### src/rtl/table_fsm_pkg.sv
// rtl/table_fsm_pkg.sv - shared widths, constants and entry pack/unpack helpers for table_fsm_engine
package table_fsm_pkg;

    localparam int DEF_STATE_W  = 4;
    localparam int DEF_CTRL_W   = 3;
    localparam int DEF_RESULT_W = 16;
    localparam int DEF_STATUS_W = 4;
    localparam int DEF_CNT_W    = 16;

    localparam int STATE_IDLE   = 0;
    localparam logic [DEF_STATUS_W-1:0] MISS_STATUS = '1;

    // Helpers work on a wide carrier so any parameterisation up to 63 bits fits.
    localparam int ENTRY_MAX_W  = 64;

    function automatic logic [ENTRY_MAX_W-1:0] entry_field(
        input logic [ENTRY_MAX_W-1:0] entry,
        input int                     lsb,
        input int                     width
    );
        logic [ENTRY_MAX_W-1:0] mask;
        mask = (ENTRY_MAX_W'(1) << width) - ENTRY_MAX_W'(1);
        return (entry >> lsb) & mask;
    endfunction

    function automatic logic [ENTRY_MAX_W-1:0] pack_entry(
        input logic [ENTRY_MAX_W-1:0] next_state,
        input logic [ENTRY_MAX_W-1:0] result,
        input logic [ENTRY_MAX_W-1:0] status,
        input int                     result_w,
        input int                     status_w
    );
        return (next_state << (result_w + status_w)) | (result << status_w) | status;
    endfunction

    function automatic logic [ENTRY_MAX_W-1:0] entry_next_state(
        input logic [ENTRY_MAX_W-1:0] entry,
        input int                     state_w,
        input int                     result_w,
        input int                     status_w
    );
        return entry_field(entry, result_w + status_w, state_w);
    endfunction

    function automatic logic [ENTRY_MAX_W-1:0] entry_result(
        input logic [ENTRY_MAX_W-1:0] entry,
        input int                     result_w,
        input int                     status_w
    );
        return entry_field(entry, status_w, result_w);
    endfunction

    function automatic logic [ENTRY_MAX_W-1:0] entry_status(
        input logic [ENTRY_MAX_W-1:0] entry,
        input int                     status_w
    );
        return entry_field(entry, 0, status_w);
    endfunction

endpackage

### src/rtl/table_fsm_engine_if.sv
// rtl/table_fsm_engine_if.sv - control-word in / result out handshake bundle
interface table_fsm_engine_if
    import table_fsm_pkg::*;
#(
    parameter int STATE_W  = DEF_STATE_W,
    parameter int CTRL_W   = DEF_CTRL_W,
    parameter int RESULT_W = DEF_RESULT_W,
    parameter int STATUS_W = DEF_STATUS_W
);
    logic                in_valid;
    logic                in_ready;
    logic [CTRL_W-1:0]   in_control;
    logic                out_valid;
    logic                out_ready;
    logic [RESULT_W-1:0] out_result;
    logic [STATUS_W-1:0] out_status;
    logic [STATE_W-1:0]  out_state;
    logic                out_miss;

    modport master (
        output in_valid, in_control, out_ready,
        input  in_ready, out_valid, out_result, out_status, out_state, out_miss
    );

    modport slave (
        input  in_valid, in_control, out_ready,
        output in_ready, out_valid, out_result, out_status, out_state, out_miss
    );
endinterface

### src/rtl/table_fsm_mem.sv
// rtl/table_fsm_mem.sv - transition table storage with per-entry valid bits and combinational read
module table_fsm_mem
    import table_fsm_pkg::*;
#(
    parameter int ADDR_W  = DEF_STATE_W + DEF_CTRL_W,
    parameter int ENTRY_W = DEF_STATE_W + DEF_RESULT_W + DEF_STATUS_W
) (
    input  logic               clk,
    input  logic               rst_n,
    input  logic               cfg_we,
    input  logic [ADDR_W-1:0]  cfg_addr,
    input  logic [ENTRY_W-1:0] cfg_data,
    input  logic               cfg_inval,
    input  logic [ADDR_W-1:0]  rd_addr,
    output logic [ENTRY_W-1:0] rd_data,
    output logic               rd_hit
);
    localparam int DEPTH = 1 << ADDR_W;

    logic [ENTRY_W-1:0] mem_q [DEPTH];
    logic [DEPTH-1:0]   valid_q;
    logic [DEPTH-1:0]   valid_d;

    // A write landing in the same cycle as an invalidate keeps its own entry valid.
    always_comb begin
        valid_d = valid_q;
        if (cfg_inval) begin
            valid_d = '0;
        end
        if (cfg_we) begin
            valid_d[cfg_addr] = 1'b1;
        end
    end

    always_ff @(posedge clk or negedge rst_n) begin
        if (!rst_n) begin
            valid_q <= '0;
        end else begin
            valid_q <= valid_d;
        end
    end

    always_ff @(posedge clk) begin
        if (cfg_we) begin
            mem_q[cfg_addr] <= cfg_data;
        end
    end

    // Reads see registered contents only, so a same-cycle write never affects the lookup.
    assign rd_data = mem_q[rd_addr];
    assign rd_hit  = valid_q[rd_addr];

endmodule

### src/rtl/table_fsm_engine.sv
// rtl/table_fsm_engine.sv - table-driven Mealy engine: state register, result stage and step counter
module table_fsm_engine
    import table_fsm_pkg::*;
#(
    parameter int STATE_W  = DEF_STATE_W,
    parameter int CTRL_W   = DEF_CTRL_W,
    parameter int RESULT_W = DEF_RESULT_W,
    parameter int STATUS_W = DEF_STATUS_W,
    parameter int CNT_W    = DEF_CNT_W
) (
    input  logic                                  clk,
    input  logic                                  rst_n,
    input  logic                                  cfg_we,
    input  logic [STATE_W+CTRL_W-1:0]             cfg_addr,
    input  logic [STATE_W+RESULT_W+STATUS_W-1:0]  cfg_data,
    input  logic                                  cfg_inval,
    input  logic                                  soft_clear,
    table_fsm_engine_if.slave                     bus,
    output logic [CNT_W-1:0]                      step_count
);
    localparam int ADDR_W  = STATE_W + CTRL_W;
    localparam int ENTRY_W = STATE_W + RESULT_W + STATUS_W;

    logic [STATE_W-1:0]  state_q,      state_d;
    logic                out_valid_q,  out_valid_d;
    logic [RESULT_W-1:0] out_result_q, out_result_d;
    logic [STATUS_W-1:0] out_status_q, out_status_d;
    logic [STATE_W-1:0]  out_state_q,  out_state_d;
    logic                out_miss_q,   out_miss_d;
    logic [CNT_W-1:0]    step_count_q, step_count_d;

    logic                in_ready;
    logic                accept;
    logic [ADDR_W-1:0]   rd_addr;
    logic [ENTRY_W-1:0]  rd_data;
    logic                rd_hit;
    logic [ENTRY_MAX_W-1:0] rd_entry;
    logic [STATE_W-1:0]  hit_state;
    logic [RESULT_W-1:0] hit_result;
    logic [STATUS_W-1:0] hit_status;

    assign rd_addr    = {state_q, bus.in_control};
    assign rd_entry   = ENTRY_MAX_W'(rd_data);
    assign hit_state  = STATE_W'(entry_next_state(rd_entry, STATE_W, RESULT_W, STATUS_W));
    assign hit_result = RESULT_W'(entry_result(rd_entry, RESULT_W, STATUS_W));
    assign hit_status = STATUS_W'(entry_status(rd_entry, STATUS_W));

    table_fsm_mem #(
        .ADDR_W  (ADDR_W),
        .ENTRY_W (ENTRY_W)
    ) u_mem (
        .clk       (clk),
        .rst_n     (rst_n),
        .cfg_we    (cfg_we),
        .cfg_addr  (cfg_addr),
        .cfg_data  (cfg_data),
        .cfg_inval (cfg_inval),
        .rd_addr   (rd_addr),
        .rd_data   (rd_data),
        .rd_hit    (rd_hit)
    );

    always_ff @(posedge clk or negedge rst_n) begin
        if (!rst_n) begin
            state_q      <= STATE_W'(STATE_IDLE);
            out_valid_q  <= 1'b0;
            out_result_q <= '0;
            out_status_q <= '0;
            out_state_q  <= '0;
            out_miss_q   <= 1'b0;
            step_count_q <= '0;
        end else begin
            state_q      <= state_d;
            out_valid_q  <= out_valid_d;
            out_result_q <= out_result_d;
            out_status_q <= out_status_d;
            out_state_q  <= out_state_d;
            out_miss_q   <= out_miss_d;
            step_count_q <= step_count_d;
        end
    end

    // soft_clear outranks everything; accept is already masked by in_ready below.
    always_comb begin
        state_d      = state_q;
        out_valid_d  = out_valid_q;
        out_result_d = out_result_q;
        out_status_d = out_status_q;
        out_state_d  = out_state_q;
        out_miss_d   = out_miss_q;
        step_count_d = step_count_q;
        if (soft_clear) begin
            state_d     = STATE_W'(STATE_IDLE);
            out_valid_d = 1'b0;
        end else if (accept) begin
            out_valid_d = 1'b1;
            if (step_count_q != '1) begin
                step_count_d = step_count_q + CNT_W'(1);
            end
            if (rd_hit) begin
                state_d      = hit_state;
                out_result_d = hit_result;
                out_status_d = hit_status;
                out_state_d  = hit_state;
                out_miss_d   = 1'b0;
            end else begin
                state_d      = STATE_W'(STATE_IDLE);
                out_result_d = '0;
                out_status_d = '1;
                out_state_d  = STATE_W'(STATE_IDLE);
                out_miss_d   = 1'b1;
            end
        end else if (out_valid_q && bus.out_ready) begin
            out_valid_d = 1'b0;
        end
    end

    always_comb begin
        in_ready       = !soft_clear && (!out_valid_q || bus.out_ready);
        accept         = bus.in_valid && in_ready;
        bus.in_ready   = in_ready;
        bus.out_valid  = out_valid_q;
        bus.out_result = out_result_q;
        bus.out_status = out_status_q;
        bus.out_state  = out_state_q;
        bus.out_miss   = out_miss_q;
        step_count     = step_count_q;
    end

endmodule

### src/flat_wrapper.sv
// flat-port wrapper written by rule: the top's interface ports become plain ports
module table_fsm_engine_flat import table_fsm_pkg::*;
#(
    parameter int STATE_W  = DEF_STATE_W,
    parameter int CTRL_W   = DEF_CTRL_W,
    parameter int RESULT_W = DEF_RESULT_W,
    parameter int STATUS_W = DEF_STATUS_W,
    parameter int CNT_W    = DEF_CNT_W
)
  (clk, rst_n, cfg_we, cfg_addr, cfg_data, cfg_inval, soft_clear, step_count, bus_in_valid, bus_in_control, bus_out_ready, bus_in_ready, bus_out_valid, bus_out_result, bus_out_status, bus_out_state, bus_out_miss);
  table_fsm_engine_if #(.STATE_W(STATE_W), .CTRL_W(CTRL_W), .RESULT_W(RESULT_W), .STATUS_W(STATUS_W)) bus_i ();
  input  logic clk;
  input  logic rst_n;
  input  logic cfg_we;
  input  logic [STATE_W+CTRL_W-1:0] cfg_addr;
  input  logic [STATE_W+RESULT_W+STATUS_W-1:0] cfg_data;
  input  logic cfg_inval;
  input  logic soft_clear;
  output logic [CNT_W-1:0] step_count;
  input wire logic [$bits(bus_i.in_valid)-1:0] bus_in_valid;
  input wire logic [$bits(bus_i.in_control)-1:0] bus_in_control;
  input wire logic [$bits(bus_i.out_ready)-1:0] bus_out_ready;
  output wire logic [$bits(bus_i.in_ready)-1:0] bus_in_ready;
  output wire logic [$bits(bus_i.out_valid)-1:0] bus_out_valid;
  output wire logic [$bits(bus_i.out_result)-1:0] bus_out_result;
  output wire logic [$bits(bus_i.out_status)-1:0] bus_out_status;
  output wire logic [$bits(bus_i.out_state)-1:0] bus_out_state;
  output wire logic [$bits(bus_i.out_miss)-1:0] bus_out_miss;
  assign bus_i.in_valid = bus_in_valid;
  assign bus_i.in_control = bus_in_control;
  assign bus_i.out_ready = bus_out_ready;
  assign bus_in_ready = bus_i.in_ready;
  assign bus_out_valid = bus_i.out_valid;
  assign bus_out_result = bus_i.out_result;
  assign bus_out_status = bus_i.out_status;
  assign bus_out_state = bus_i.out_state;
  assign bus_out_miss = bus_i.out_miss;
  table_fsm_engine #(.STATE_W(STATE_W), .CTRL_W(CTRL_W), .RESULT_W(RESULT_W), .STATUS_W(STATUS_W), .CNT_W(CNT_W)) u_core (.clk(clk), .rst_n(rst_n), .cfg_we(cfg_we), .cfg_addr(cfg_addr), .cfg_data(cfg_data), .cfg_inval(cfg_inval), .soft_clear(soft_clear), .bus(bus_i), .step_count(step_count));
endmodule
### config.mk
export PLATFORM = sky130hd
export DESIGN_NAME = table_fsm_engine_flat
export DESIGN_NICKNAME = d
export VERILOG_FILES = /design/src/rtl/table_fsm_pkg.sv /design/src/rtl/table_fsm_engine_if.sv /design/src/rtl/table_fsm_mem.sv /design/src/rtl/table_fsm_engine.sv /design/src/flat_wrapper.sv
export SDC_FILE = /design/constraint.sdc
export NUM_CORES = 2
export LEC_CHECK = 0
export CORE_ASPECT_RATIO = 2
export CORE_MARGIN = 2
export CORE_UTILIZATION = 65
export CTS_BUF_LIST = sky130_fd_sc_hd__clkbuf_8
export DETAILED_ROUTE_END_ITERATION = 16
export PLACE_DENSITY_LB_ADDON = 0.12
export SLEW_MARGIN = 0
export SYNTH_ARGS = -nofsm -noshare
export SYNTH_HDL_FRONTEND = slang
export SYNTH_HIERARCHICAL = 1
export SYNTH_SLANG_ARGS = --single-unit
### constraint.sdc
create_clock -name clk -period 3.1 [get_ports clk]
set_input_delay 0.62 -clock clk [delete_from_list [all_inputs] [get_ports clk]]
set_output_delay 0.62 -clock clk [all_outputs]
set_load 0.05 [all_outputs]
==> results.py <==
metrics = {
    "clocking": {
        "post_cts_buffers": 0,
        "clock_latency_ns": 1.03,
        "cts_sinks": 3246,
        "cts-root-buf": "clkbuf_8",
        "clkSlewWorstSetupHoldPaths_ns": 0.08,
        "tritoncts": "yes",
        "clockBufferDepth": 4,
        "cts_made_buffers": 419,
        "htreeDepth": 5,
    },
    "worst_setup_path": {
        "critPathTopFamily": "buffers and inverters",
        "worst-path-buf-inv": 1,
        "cp.required_ns": 2.48,
        "cpPeakStageDelay_ns": 0.86,
        "crit_chain": "clkdlybuf4s50_1",
        "crit_slowest_cell": "clkdlybuf4s50_1",
        "end_kind": "primary output",
        "crit_cells": 1,
        "critPathMaxFanout": 2,
        "cp.arrival_ns": 2.37,
        "startpoint_type": "flip-flop",
        "reg2regPathDepth": 7,
        "criticalPathCategory": "flip-flop to primary output",
    },
    "placement": {
        "place.gp.congestion": 0.9228,
        "io_buffer_count": 83,
        "dp_hpwl_mm": 207.8,
        "dp_cells": 8036,
    },
    "global_routing": {
        "grt_pass1_wl_mm": 462.1,
        "track_usage_pct": 34.60,
        "grt_pass1_vias": 63313,
        "antenna_found_initial": 26,
        "grt_overflow_total": 0,
        "grt_max_degree": 129,
    },
    "flow_run": {
        "maxCapViolCount": 0,
    },
    "floorplan": {
        "die_h_um": 622.9,
        "row_count": 227,
        "dieArea_um2": 195300,
        "io_pins": 84,
        "start_util_pct": 65.23,
        "coreArea_um2": 190900,
        "die_w_um": 313.5,
    },
    "synthesis": {
        "ys_types": 33,
        "syn_area_um2": 124500,
        "ys_warn_count": 6,
        "syn-num-nets": 5217,
        "syn_area_per_cell_um2": 24.06,
        "ys_seq_elements": 3246,
        "synthCells": 5175,
        "yosysSeqAreaShare_pct": 77.59,
    },
    "pwr": {
        "p_leak_nw": 46.14,
        "p_sw_share_pct": 21.81,
        "power.density_nw_per_um2": 583.6,
        "ir_drop_mv": 0.4924,
        "p_sw_w": 0.01825,
        "pwr-share-clk_pct": 36.4,
        "internal_power_w": 0.06541,
        "seqPwrFrac_pct": 57.7,
        "combinationalPowerShare_pct": 5.9,
    },
    "timing": {
        "slew_headroom_pct": 37.30,
        "fmax_ghz": 0.3343,
        "worstMarginPinSlew_ns": 0.9404,
        "min_period_ns": 2.991,
        "rsz0062_at_grt": "false",
        "final.setup_skew_ns": 0.07298,
        "finalCritPeriodShare_pct": 96.49,
        "finalSetupViolations": 0,
        "report.final.hold_viol_count": 0,
        "slew_violations": 0,
    },
    "routing": {
        "vias": 60684,
        "wl_per_cell_um": 37.27,
        "ant_nets": 0,
        "drt_first_pass_iters": 6,
        "first_iter_violations": 7097,
        "drc_errors": 0,
        "wl_mm": 328.9,
        "avgViaCountPerCell": 6.877,
    },
    "final_layout": {
        "multi_input_area_um2": 26600,
        "area_delta_synth_final_pct": 15.15,
        "nNetsFinal": 5983,
        "ff_latch_area_um2": 96610,
        "final_layout_size_suffix_gt1_share_pct": 37.46,
        "final_common_cell": "edfxtp_1",
        "fillers": 10132,
        "post-route-util_pct": 75.11,
        "final_cells": 8824,
        "final_cell_mix": "edfxtp_1 (3072), mux4_2 (1050), clkbuf_8 (445)",
    },
    "min_path": {
        "hp-class": "input pin to flip-flop",
        "worstHoldPathCells": 1,
    },
    "outcome": {
        "status": "completed",
    },
}
-- layout make-up --
cell class	instances	share of cell area, %
timing repair buffer	643	5.857
antenna	29	0.05062
sequential	3246	67.39
clock buffer	445	4.272
clock inverter	311	1.329
inverter	133	0.3482
multi-input combinational	1498	18.55
tap	2519	2.199
-- registers in the layout, summed over array words and instances, names as in the netlist --
| register | cells |
|---|---|
| u_core/u_mem/mem_q | 3072 |
| u_core/u_mem/valid_q | 128 |
| u_core/bus.out_result | 16 |
| u_core/step_count | 16 |
| u_core/bus.out_state | 4 |
| u_core/bus.out_status | 4 |
| u_core/state_q | 4 |
| u_core/bus.out_miss | 1 |
| u_core/bus.out_valid | 1 |
-- final timing paths --
kind,start,to,slack [ns]
max,u_core/bus.out_state[1],bus_out_state[1],0.11
max reg2reg,u_core/state_q[1],u_core/bus.out_status[2],0.13
min in group asynchronous,rst_n,u_core/step_count[1],0.07
min reg2reg,u_core/bus.out_result[4],u_core/bus.out_result[4],0.48
max in group asynchronous,rst_n,u_core/u_mem/valid_q[10],2.15
min,cfg_data[0],u_core/u_mem/mem_q[95][0],0.06
-- through the flow --
| stage | hold WS, ns | instance area [um2] | power, W | setup TNS, ns | setup slack, ns |
|---|---|---|---|---|---|
| 2_1_floorplan | 0.3244 | 125300 | 0.05161 | -2.440 | -0.2301 |
| 3_3_place_gp | 0.4827 | 135200 | 0.05405 | -16.45 | -0.7372 |
| 3_5_place_dp | 0.4653 | 135200 | 0.05417 | -16.61 | -0.7450 |
| 4_1_cts | 0.004589 | 143300 | 0.08407 | 0 | 0.005328 |
| 5_1_grt | 0.04288 | 143300 | 0.08584 | 0 | 0.02844 |
| 6_report | 0.05820 | 143400 | 0.08367 | 0 | 0.1087 |
-- power by group through the flow --
| stage | Combinational [W] | Sequential, W | Clock [W] |
|---|---|---|---|
| after floorplan | 0.00229 | 0.0493 | 0 |
| after global placement | 0.00487 | 0.0492 | 0 |
| after detailed placement | 0.00497 | 0.0492 | 0 |
| after CTS | 0.00497 | 0.0483 | 0.0308 |
| after global routing | 0.00511 | 0.0482 | 0.0325 |
| final | 0.00497 | 0.0483 | 0.0304 |
-- cell families after synthesis --
| logic type | Yosys count | share of synthesized area, % |
|---|---|---|
| compound gates | 141 | 0.7236 |
| xor+xnor | 15 | 0.1055 |
| fa+ha+maj | 1 | 0.01005 |
| buf+inv | 431 | 1.389 |
| flops | 3246 | 77.59 |
| mux | 1076 | 19.23 |
| simple gates | 265 | 0.9447 |
-- synth_stat cells --
master / n / share of area (%)
edfxtp_1: 3072 / 74
mux4_2: 1050 / 19
nand4_2: 2 / 0.020
nor2_2: 1 / 0.0050
a31oi_1: 4 / 0.020
nor4b_4: 1 / 0.019
nor3_1: 5 / 0.020
and2_1: 1 / 0.0050
nor3b_1: 4 / 0.024
ha_1: 1 / 0.010
and4_1: 2 / 0.014
dfrtp_1: 174 / 3.5
nand3_1: 28 / 0.11
nand4_1: 4 / 0.020
inv_1: 133 / 0.40
nand2b_1: 3 / 0.015
mux2_4: 1 / 0.012
buf_1: 23 / 0.069
o22ai_1: 128 / 0.64
buf_2: 89 / 0.36
and3_1: 5 / 0.025
a22o_1: 8 / 0.056
xor2_1: 14 / 0.098
nand2_1: 54 / 0.16
nor4b_1: 2 / 0.014
nor2_1: 140 / 0.42
or2_2: 1 / 0.0050
xnor2_1: 1 / 0.0070
nor4_1: 3 / 0.015
mux2_2: 25 / 0.23
clkbuf_1: 186 / 0.56
o21ai_0: 1 / 0.0040
nor2b_1: 9 / 0.045
-- per-layer routing --
layer	vias to the layer above	part of all wire, %	global-route usage (%)
met4	14	7.7	22.83
met5	-	0.027	0
met2	3717	51	57.70
met1	32344	32	41.00
li1	23757	-	-
met3	852	9.3	7.312
-- timing repair --
action / 4_1_cts / 5_1_grt
hold buffers: 3 / 0
gates resized for setup: 14 / 3
setup endpoints to repair: 14 / 3
hold endpoints to repair: 170 / 0
-- worst reg2reg max path, cell delays in order (launching register included) --
cell and delay (ns):
dfrtp_4 0.57, buf_12 0.29, buf_4 0.34, mux4_2 0.47
mux4_2 0.65, mux2_2 0.35, inv_1 0.09, a31oi_1 0.09
(Power assumes the default switching activity.)
